File: config.mk
export PLATFORM = sky130hd
export DESIGN_NAME = telemetry_check_multi_flat
export DESIGN_NICKNAME = d
export VERILOG_FILES = /design/src/rtl/telemetry_check_pkg.sv /design/src/rtl/telemetry_check_multi_if.sv /design/src/rtl/telemetry_stream_check.sv /design/src/rtl/telemetry_check_multi.sv /design/src/flat_wrapper.sv
export SDC_FILE = /design/constraint.sdc
export NUM_CORES = 1
export LEC_CHECK = 0
export ABC_AREA = 0
export ABC_CLOCK_PERIOD_IN_PS = 2810
export CELL_PAD_IN_SITES_DETAIL_PLACEMENT = 1
export CELL_PAD_IN_SITES_GLOBAL_PLACEMENT = 1
export CORE_MARGIN = 2
export CORE_UTILIZATION = 40
export DETAILED_ROUTE_END_ITERATION = 8
export PLACE_DENSITY_LB_ADDON = 0.1
export RECOVER_POWER = 50
export SYNTH_ARGS = -nofsm -noshare
export SYNTH_HDL_FRONTEND = slang
export SYNTH_HIERARCHICAL = 1
export SYNTH_SLANG_ARGS = --single-unit
export TNS_END_PERCENT = 1
File: constraint.sdc
create_clock -name clk_256M -period 2.81 [get_ports clk_256M]
set_clock_uncertainty 0.2 [all_clocks]
set_input_delay 0.562 -clock clk_256M [delete_from_list [all_inputs] [get_ports clk_256M]]
set_output_delay 0.562 -clock clk_256M [all_outputs]
set_load 0.05 [all_outputs]
File: src/rtl/telemetry_check_pkg.sv
// rtl/telemetry_check_pkg.sv - shared constants, LED state encoding and counter helper for the telemetry checker
// Purpose: packet field positions, LED FSM state type and the statistics
//          increment helper used by every telemetry_check_* file.
// Ports:   none (package).
package telemetry_check_pkg;

    localparam int ID_MSB = 83;
    localparam int ID_LSB = 80;
    localparam int PKT_W  = 88;

    typedef enum logic [1:0] {
        DOWN   = 2'd0,
        ARMING = 2'd1,
        UP     = 2'd2
    } led_state_t;

    // Statistics increment: holds at all-ones when sat is set, wraps otherwise.
    function automatic logic [31:0] cnt_inc(input logic [31:0] v, input logic sat);
        if (sat && (v == 32'hffff_ffff)) begin
            return v;
        end
        return v + 32'd1;
    endfunction

endpackage

File: src/rtl/telemetry_check_multi_if.sv
// rtl/telemetry_check_multi_if.sv - unpacked telemetry packet bus
// Purpose: carries one telemetry packet per cycle from the packet source
//          to the checker.
// Ports:   packet_data  [87:0] packet, [83:80] stream id, low bits counter
//          packet_valid        single-cycle qualifier for packet_data
//          modport master drives the bus, modport slave observes it.
interface telemetry_check_multi_if;
    import telemetry_check_pkg::*;

    logic [PKT_W-1:0] packet_data;
    logic             packet_valid;

    modport master (output packet_data, output packet_valid);
    modport slave  (input  packet_data, input  packet_valid);

endinterface

File: src/rtl/telemetry_stream_check.sv
// rtl/telemetry_stream_check.sv - per-stream counter checker and statistics
// Purpose: tracks the expected counter value for one telemetry stream,
//          flags match/mismatch for the packet presented this cycle and
//          keeps the stream's packet and mismatch counts.
// Ports:   clk_256M, rst_n      clock, asynchronous active-low reset
//          hit                  a valid packet for this stream is present
//          cnt                  counter field of that packet
//          reset_counters       synchronous clear of the counts only
//          seen                 stream has been seeded by its first packet
//          pkt_count, mis_count packet / mismatch statistics
//          match, mismatch      combinational strobes for the current packet
module telemetry_stream_check
    import telemetry_check_pkg::*;
#(
    parameter int g_cnt_width = 10,
    parameter bit g_saturate  = 1'b1
) (
    input  logic                   clk_256M,
    input  logic                   rst_n,
    input  logic                   hit,
    input  logic [g_cnt_width-1:0] cnt,
    input  logic                   reset_counters,
    output logic                   seen,
    output logic [31:0]            pkt_count,
    output logic [31:0]            mis_count,
    output logic                   match,
    output logic                   mismatch
);

    logic [g_cnt_width-1:0] expected;

    // The first packet on an unseeded stream is accepted as good whatever
    // its value; after that the counter must equal the previous value + 1.
    assign match    = hit && (!seen || (cnt == expected));
    assign mismatch = hit && seen && (cnt != expected);

    always_ff @(posedge clk_256M or negedge rst_n) begin
        if (!rst_n) begin
            expected  <= '0;
            seen      <= 1'b0;
            pkt_count <= '0;
            mis_count <= '0;
        end else begin
            // Reload from the received value on every packet so a single
            // dropped packet costs exactly one mismatch.
            if (hit) begin
                seen     <= 1'b1;
                expected <= cnt + g_cnt_width'(1);
            end
            if (reset_counters) begin
                pkt_count <= '0;
                mis_count <= '0;
            end else if (hit) begin
                pkt_count <= cnt_inc(pkt_count, g_saturate);
                if (mismatch) begin
                    mis_count <= cnt_inc(mis_count, g_saturate);
                end
            end
        end
    end

endmodule

File: src/rtl/telemetry_check_multi.sv
// rtl/telemetry_check_multi.sv - multi-stream telemetry test-counter checker
// Purpose: checks incrementing test counters on up to 16 telemetry streams
//          (selected by the packet stream id), keeps global and per-stream
//          statistics and drives the link/okay LEDs.
// Ports:   clk_256M, rst_n       clock, asynchronous active-low reset
//          pkt                   packet bus (slave)
//          reset_counters        synchronous clear of all statistics
//          stat_sel              stream index for sel_packets / sel_mismatch
//          total_packets         all valid packets
//          checked_packets       valid packets on enabled streams
//          mismatch_packets      sum of per-stream mismatch counts
//          sel_packets           checked packets on stream stat_sel
//          sel_mismatch          mismatches on stream stat_sel
//          stream_seen           bit n = stream n seeded
//          okay_led              long-streak good indicator
//          link_count_okay       per-packet good indicator
module telemetry_check_multi
    import telemetry_check_pkg::*;
#(
    parameter logic [15:0] g_stream_mask = 16'h2000,
    parameter int          g_cnt_width   = 10,
    parameter logic [19:0] g_match_cnt   = 20'h4ffff,
    parameter logic [15:0] g_timeout_cnt = 16'hffff,
    parameter bit          g_saturate    = 1'b1
) (
    input  logic                   clk_256M,
    input  logic                   rst_n,
    telemetry_check_multi_if.slave pkt,
    input  logic                   reset_counters,
    input  logic [3:0]             stat_sel,
    output logic [31:0]            total_packets,
    output logic [31:0]            checked_packets,
    output logic [31:0]            mismatch_packets,
    output logic [31:0]            sel_packets,
    output logic [31:0]            sel_mismatch,
    output logic [15:0]            stream_seen,
    output logic                   okay_led,
    output logic                   link_count_okay
);

    logic [3:0]             pkt_id;
    logic [g_cnt_width-1:0] pkt_cnt;
    logic                   enabled_hit;
    logic                   unused_bits;

    logic [15:0] s_match;
    logic [15:0] s_mismatch;
    logic [31:0] s_pkt [16];
    logic [31:0] s_mis [16];

    logic        match_r;
    logic        mismatch_r;
    logic [15:0] idle_cnt;
    logic        timeout;

    logic [35:0] mis_sum_wide;
    logic [31:0] mis_sum_sat;

    led_state_t  state, state_nxt;
    logic [19:0] match_cnt, match_cnt_nxt;
    logic [19:0] match_inc;
    logic        link_nxt;

    assign pkt_id      = pkt.packet_data[ID_MSB:ID_LSB];
    assign pkt_cnt     = pkt.packet_data[g_cnt_width-1:0];
    assign enabled_hit = pkt.packet_valid && g_stream_mask[pkt_id];
    // Most packet payload bits are not looked at by this block.
    assign unused_bits = ^pkt.packet_data;

    // One checker per enabled stream; disabled ids tie off to zero so the
    // statistics mux and adder see constant inputs for them.
    for (genvar n = 0; n < 16; n++) begin : g_stream
        if (g_stream_mask[n]) begin : g_on
            telemetry_stream_check #(
                .g_cnt_width (g_cnt_width),
                .g_saturate  (g_saturate)
            ) u_chk (
                .clk_256M       (clk_256M),
                .rst_n          (rst_n),
                .hit            (pkt.packet_valid && (pkt_id == 4'(n))),
                .cnt            (pkt_cnt),
                .reset_counters (reset_counters),
                .seen           (stream_seen[n]),
                .pkt_count      (s_pkt[n]),
                .mis_count      (s_mis[n]),
                .match          (s_match[n]),
                .mismatch       (s_mismatch[n])
            );
        end else begin : g_off
            assign stream_seen[n] = 1'b0;
            assign s_pkt[n]       = '0;
            assign s_mis[n]       = '0;
            assign s_match[n]     = 1'b0;
            assign s_mismatch[n]  = 1'b0;
        end
    end

    // Sixteen 32-bit counts need four guard bits before saturating.
    always_comb begin
        mis_sum_wide = '0;
        for (int n = 0; n < 16; n++) begin
            mis_sum_wide = mis_sum_wide + {4'd0, s_mis[n]};
        end
    end

    assign mis_sum_sat = (g_saturate && (mis_sum_wide[35:32] != 4'd0))
                       ? 32'hffff_ffff : mis_sum_wide[31:0];

    always_ff @(posedge clk_256M or negedge rst_n) begin
        if (!rst_n) begin
            total_packets    <= '0;
            checked_packets  <= '0;
            mismatch_packets <= '0;
            sel_packets      <= '0;
            sel_mismatch     <= '0;
            match_r          <= 1'b0;
            mismatch_r       <= 1'b0;
            idle_cnt         <= '0;
        end else begin
            match_r    <= |s_match;
            mismatch_r <= |s_mismatch;
            // Any valid packet, enabled or not, proves the link is alive.
            idle_cnt   <= pkt.packet_valid ? 16'd0 : idle_cnt + 16'd1;
            if (reset_counters) begin
                total_packets    <= '0;
                checked_packets  <= '0;
                mismatch_packets <= '0;
                sel_packets      <= '0;
                sel_mismatch     <= '0;
            end else begin
                if (pkt.packet_valid) begin
                    total_packets <= cnt_inc(total_packets, g_saturate);
                end
                if (enabled_hit) begin
                    checked_packets <= cnt_inc(checked_packets, g_saturate);
                end
                mismatch_packets <= mis_sum_sat;
                sel_packets      <= s_pkt[stat_sel];
                sel_mismatch     <= s_mis[stat_sel];
            end
        end
    end

    assign timeout   = (idle_cnt == g_timeout_cnt);
    assign match_inc = match_cnt + 20'd1;

    always_ff @(posedge clk_256M or negedge rst_n) begin
        if (!rst_n) begin
            state           <= DOWN;
            match_cnt       <= '0;
            link_count_okay <= 1'b0;
        end else begin
            state           <= state_nxt;
            match_cnt       <= match_cnt_nxt;
            link_count_okay <= link_nxt;
        end
    end

    // A bad packet or a stalled link always wins over a good packet.
    always_comb begin
        state_nxt     = state;
        match_cnt_nxt = match_cnt;
        link_nxt      = link_count_okay;
        if (timeout || mismatch_r) begin
            state_nxt     = DOWN;
            match_cnt_nxt = '0;
            link_nxt      = 1'b0;
        end else if (match_r) begin
            link_nxt = 1'b1;
            case (state)
                DOWN: begin
                    state_nxt     = ARMING;
                    match_cnt_nxt = 20'd1;
                end
                ARMING: begin
                    match_cnt_nxt = match_inc;
                    if (match_inc >= g_match_cnt) begin
                        state_nxt = UP;
                    end
                end
                default: begin
                    state_nxt = UP;
                end
            endcase
        end
    end

    assign okay_led = (state == UP);

endmodule

File: src/flat_wrapper.sv
// flat-port wrapper written by rule: the top's interface ports become plain ports
module telemetry_check_multi_flat import telemetry_check_pkg::*;
#(
    parameter logic [15:0] g_stream_mask = 16'h2000,
    parameter int          g_cnt_width   = 10,
    parameter logic [19:0] g_match_cnt   = 20'h4ffff,
    parameter logic [15:0] g_timeout_cnt = 16'hffff,
    parameter bit          g_saturate    = 1'b1
)
  (clk_256M, rst_n, reset_counters, stat_sel, total_packets, checked_packets, mismatch_packets, sel_packets, sel_mismatch, stream_seen, okay_led, link_count_okay, pkt_packet_data, pkt_packet_valid);
  telemetry_check_multi_if pkt_i ();
  input  logic clk_256M;
  input  logic rst_n;
  input  logic reset_counters;
  input  logic [3:0] stat_sel;
  output logic [31:0] total_packets;
  output logic [31:0] checked_packets;
  output logic [31:0] mismatch_packets;
  output logic [31:0] sel_packets;
  output logic [31:0] sel_mismatch;
  output logic [15:0] stream_seen;
  output logic okay_led;
  output logic link_count_okay;
  input wire logic [$bits(pkt_i.packet_data)-1:0] pkt_packet_data;
  input wire logic [$bits(pkt_i.packet_valid)-1:0] pkt_packet_valid;
  assign pkt_i.packet_data = pkt_packet_data;
  assign pkt_i.packet_valid = pkt_packet_valid;
  telemetry_check_multi #(.g_stream_mask(g_stream_mask), .g_cnt_width(g_cnt_width), .g_match_cnt(g_match_cnt), .g_timeout_cnt(g_timeout_cnt), .g_saturate(g_saturate)) u_core (.clk_256M(clk_256M), .rst_n(rst_n), .pkt(pkt_i), .reset_counters(reset_counters), .stat_sel(stat_sel), .total_packets(total_packets), .checked_packets(checked_packets), .mismatch_packets(mismatch_packets), .sel_packets(sel_packets), .sel_mismatch(sel_mismatch), .stream_seen(stream_seen), .okay_led(okay_led), .link_count_okay(link_count_okay));
endmodule
==> flow_summary.yaml <==
floorplanning:
  ioPinCount: 274
  die_h_um: 188
  start_util_pct: 40.5
  dieArea_mm2: 0.0355
  std_cell_rows: 67
  core_area_mm2: 0.0335
  die-width_um: 188
global_routing:
  grt_overflow: 0
  grt_pass1_wl_um: 60100
  grt_pass1_vias: 11600
  grt_use_total_pct: 20.4
  grt_max_degree: 180
  antenna_found_initial: 0
detailed_routing:
  antenna_left: 0
  vias: 10900
  drt_iter0_markers: 484
  drc: 0
  drt_first_pass_iters: 4
  viasPerCell: 5.38
  wire_per_inst_um: 17.8
  wl_um: 36100
power_and_ir_drop:
  max-vdd-ir-drop_uv: 502
  seq_power_share_pct: 47.9
  cellLeakagePower_nw: 7.11
  switching_share_pct: 23.6
  power_density_mw_per_mm2: 505
  clock_power_share_pct: 46.4
  p_sw_w: 0.00204
  comb_power_share_pct: 5.7
  intPower_w: 0.00657
worst_setup_path:
  r2r_end: "u_core/g_stream[13].g_on.u_chk/pkt_count[5]"
  crit_path_start: "u_core/total_packets[6]"
  startpoint_type: "flop"
  path_class: "flop to output pin"
  critPathArrivalTime_ns: 1.90
  r2r_slack_ns: 0.25
  endpoint: "total_packets[6]"
  path_cells: "clkdlybuf4s50_1"
  critPathTopFamily: "buffers and inverters"
  rr_startpoint: "u_core/g_stream[13].g_on.u_chk/pkt_count[16]"
  ff2ff_path_depth: 6
  path_buf_inv: 1
  crit_fanout: 7
  crit_cells: 1
  slowest_stage: "clkdlybuf4s50_1"
  max_stage_delay_ns: 0.86
  end_kind: "output pin"
  required_ns: 2.05
cts:
  cts_tree: "built"
  postCtsSetupBuffers: 0
  clkSinkCount: 276
  insertion_delay_ns: 0.58
  cts_made_buffers: 31
  cts_root_buf: "clkbuf_16"
  clock_path_buffers: 3
  clk_pin_slew_worst_paths_ns: 0.06
  cts.htree.levels: 1
synth:
  synth_top_cell_by_area: "dfrtp_1"
  synthMuxAreaShare_pct: 1.80
  yosys_most_used_dff: "dfrtp_1"
  synthDistinctLibCells: 76
  synth.most_common_cell: "dfrtp_1"
  yosys.area_share.simple_pct: 27.8
  synth_top_family_by_area: "simple AND/OR/NAND/NOR gates"
  synth_seq_cells: 276
  ys_warn_count: 6
  yosysSeqAreaShare_pct: 50.8
  yosys-top-cells-area: "dfrtp_1, nor2b_1, nor2_1"
  synth_commonest_cells: "dfrtp_1, nor2_1, nor2b_1"
  synth-xor-area-share_pct: 5.80
  synthesis.instances: 1351
  syn_area_per_cell_um2: 10.1
  synth_edf_count: 0
  ys_async_sr_fraction_pct: 100
  synth_compound_area_share_pct: 8.79
  synthAdderAreaFrac_pct: 0.736
  yosysTopAreaCellShare_pct: 50.8
  synth.cell_area_mm2: 0.0136
placement:
  dp_slack_ns: -0.381
  dpl.hpwl_um: 24600
  port_buffers: 184
  place_congestion: 0.809
worst_hold_path:
  hold_class: "input pin to flop"
sta:
  layout_min_cycle_time_ns: 2.66
  max_freq_ghz: 0.375
  slew_violations: 180
  rsz0062_at_grt: "false"
  finalHoldViolations: 0
  worst_pin_slew_ns: 2.06
  fin_setup_tns_ns: 0
  maxSlewHeadroom_pct: -37.4
  finalWorstSetupSlack_ns: 0.145
  finalCritPeriodShare_pct: 94.8
  setup_viol: 0
run_status:
  status: "finished, violations left"
  violations: "capacitance limit, slew limit"
cells_and_area:
  multi_input_area_mm2: 0.00618
  area_growth_pct: 25.5
  seqCellArea_mm2: 0.00691
  drive_above_1_share_pct: 9.87
  diodes: 0
  num-fill-cells: 3747
  final_nets: 1662
flow_run:
  maxCapViolations: 1
[final cells by class]
class / count / share of cell area [%]
multi-input combinational: 984 / 36.2
tap: 448 / 3.29
timing repair buffer: 250 / 13.8
sequential: 276 / 40.5
clock inverter: 6 / 0.359
clock buffer: 50 / 5.55
inverter: 15 / 0.330
[registers in the layout, indices dropped and copies added (netlist names), 2 cells and up]
register and count:
u_core/checked_packets 32, u_core/g_stream.g_on.u_chk/mis_count 32, u_core/g_stream.g_on.u_chk/pkt_count 32, u_core/state 2, u_core/sel_packets 32, u_core/mismatch_packets 32, u_core/idle_cnt 16, u_core/match_cnt 20
u_core/sel_mismatch 32, u_core/total_packets 32, u_core/g_stream.g_on.u_chk/expected 10
[worst min-delay path by stage]
stage | start | to | slack, ns | cells after the start
floorplan | rst_n | u_core/checked_packets[0] | 0.07 | 0
global placement | u_core/idle_cnt[0] | u_core/idle_cnt[0] | 0.29 | 1
detailed placement | u_core/idle_cnt[0] | u_core/idle_cnt[0] | 0.29 | 1
CTS | reset_counters | u_core/g_stream[13].g_on.u_chk/pkt_count[3] | 0.13 | 3
global route | reset_counters | u_core/g_stream[13].g_on.u_chk/pkt_count[3] | 0.15 | 3
finish | reset_counters | u_core/g_stream[13].g_on.u_chk/pkt_count[6] | 0.14 | 3
[layout by cell type, fill, tap and decap left out, types with 5 or more instances in the layout]
cell / count
dfrtp_1: 276
clkdlybuf4s50_1: 179
nor2_1: 132
nor2b_1: 89
nand2_1: 76
nand3_1: 70
a21oi_1: 65
o21ai_0: 58
buf_4: 57
xor2_1: 56
nand4_1: 47
xnor2_1: 34
or3_1: 32
clkbuf_16: 31
and3_1: 31
nor4_1: 29
o31ai_1: 25
or4_1: 25
and2_0: 21
and2_1: 17
inv_1: 15
nor3_1: 15
conb_1: 15
and4_1: 13
clkbuf_1: 11
mux2_1: 11
clkbuf_8: 10
nand2b_1: 9
a31oi_1: 9
mux2_2: 9
ha_1: 8
nor3b_1: 7
nor4_4: 5
nor4b_1: 5
o22ai_1: 5
[cells by family (layout without fill, tap and decap cells)]
family	after synthesis	after routing
AO/OA/AOI/OAI	195	195
XOR/XNOR	90	90
adder cells (fa/ha/maj)	8	8
buffers and inverters	105	321
flip-flops	276	276
multiplexers	22	22
other	1	15
AND/OR/NAND/NOR	654	654
[per-stage QoR]
step | total power [W] | cell area (um2) | std cells | util (%) | hold slack (ns)
floorplan | 0.00447 | 13700 | 1365 | - | 0.0664
global placement | 0.00468 | 16100 | 1972 | 48.0 | 0.286
detailed placement | 0.00470 | 16100 | 1972 | 48.0 | 0.289
CTS | 0.00877 | 17100 | 2029 | 51.0 | 0.128
global route | 0.00895 | 17100 | 2029 | 50.9 | 0.150
finish | 0.00861 | 17100 | 2029 | 50.9 | 0.143
[tightest hold or removal path, stage by stage]
cell	delay, ns
buf_6	0.08
buf_4	0.18
a21oi_1	0.05
[metal layers]
metal,part of all wire [%],vias up,global-route usage (%)
met5,0,-,0
met4,2.3,0,5.08
li1,-,5173,-
met3,4.2,50,3.56
met1,46,5508,27.4
met2,48,194,34.5
[what timing repair did]
action	in CTS	in global routing
hold buffers	1	0
gates resized for setup	1	0
setup endpoints to repair	1	0
hold endpoints to repair	48	0
[power by group through the flow]
stage                     Clock (W)  Sequential, W  Combinational (W)
after floorplan                   0        0.00419           0.000274
final                       0.00399        0.00412           0.000493
after detailed placement          0        0.00419           0.000512
after global placement            0        0.00419           0.000499
after global routing        0.00427        0.00413           0.000556
after CTS                   0.00413        0.00412           0.000517
Note: power is estimated with default switching activity, not from simulation.
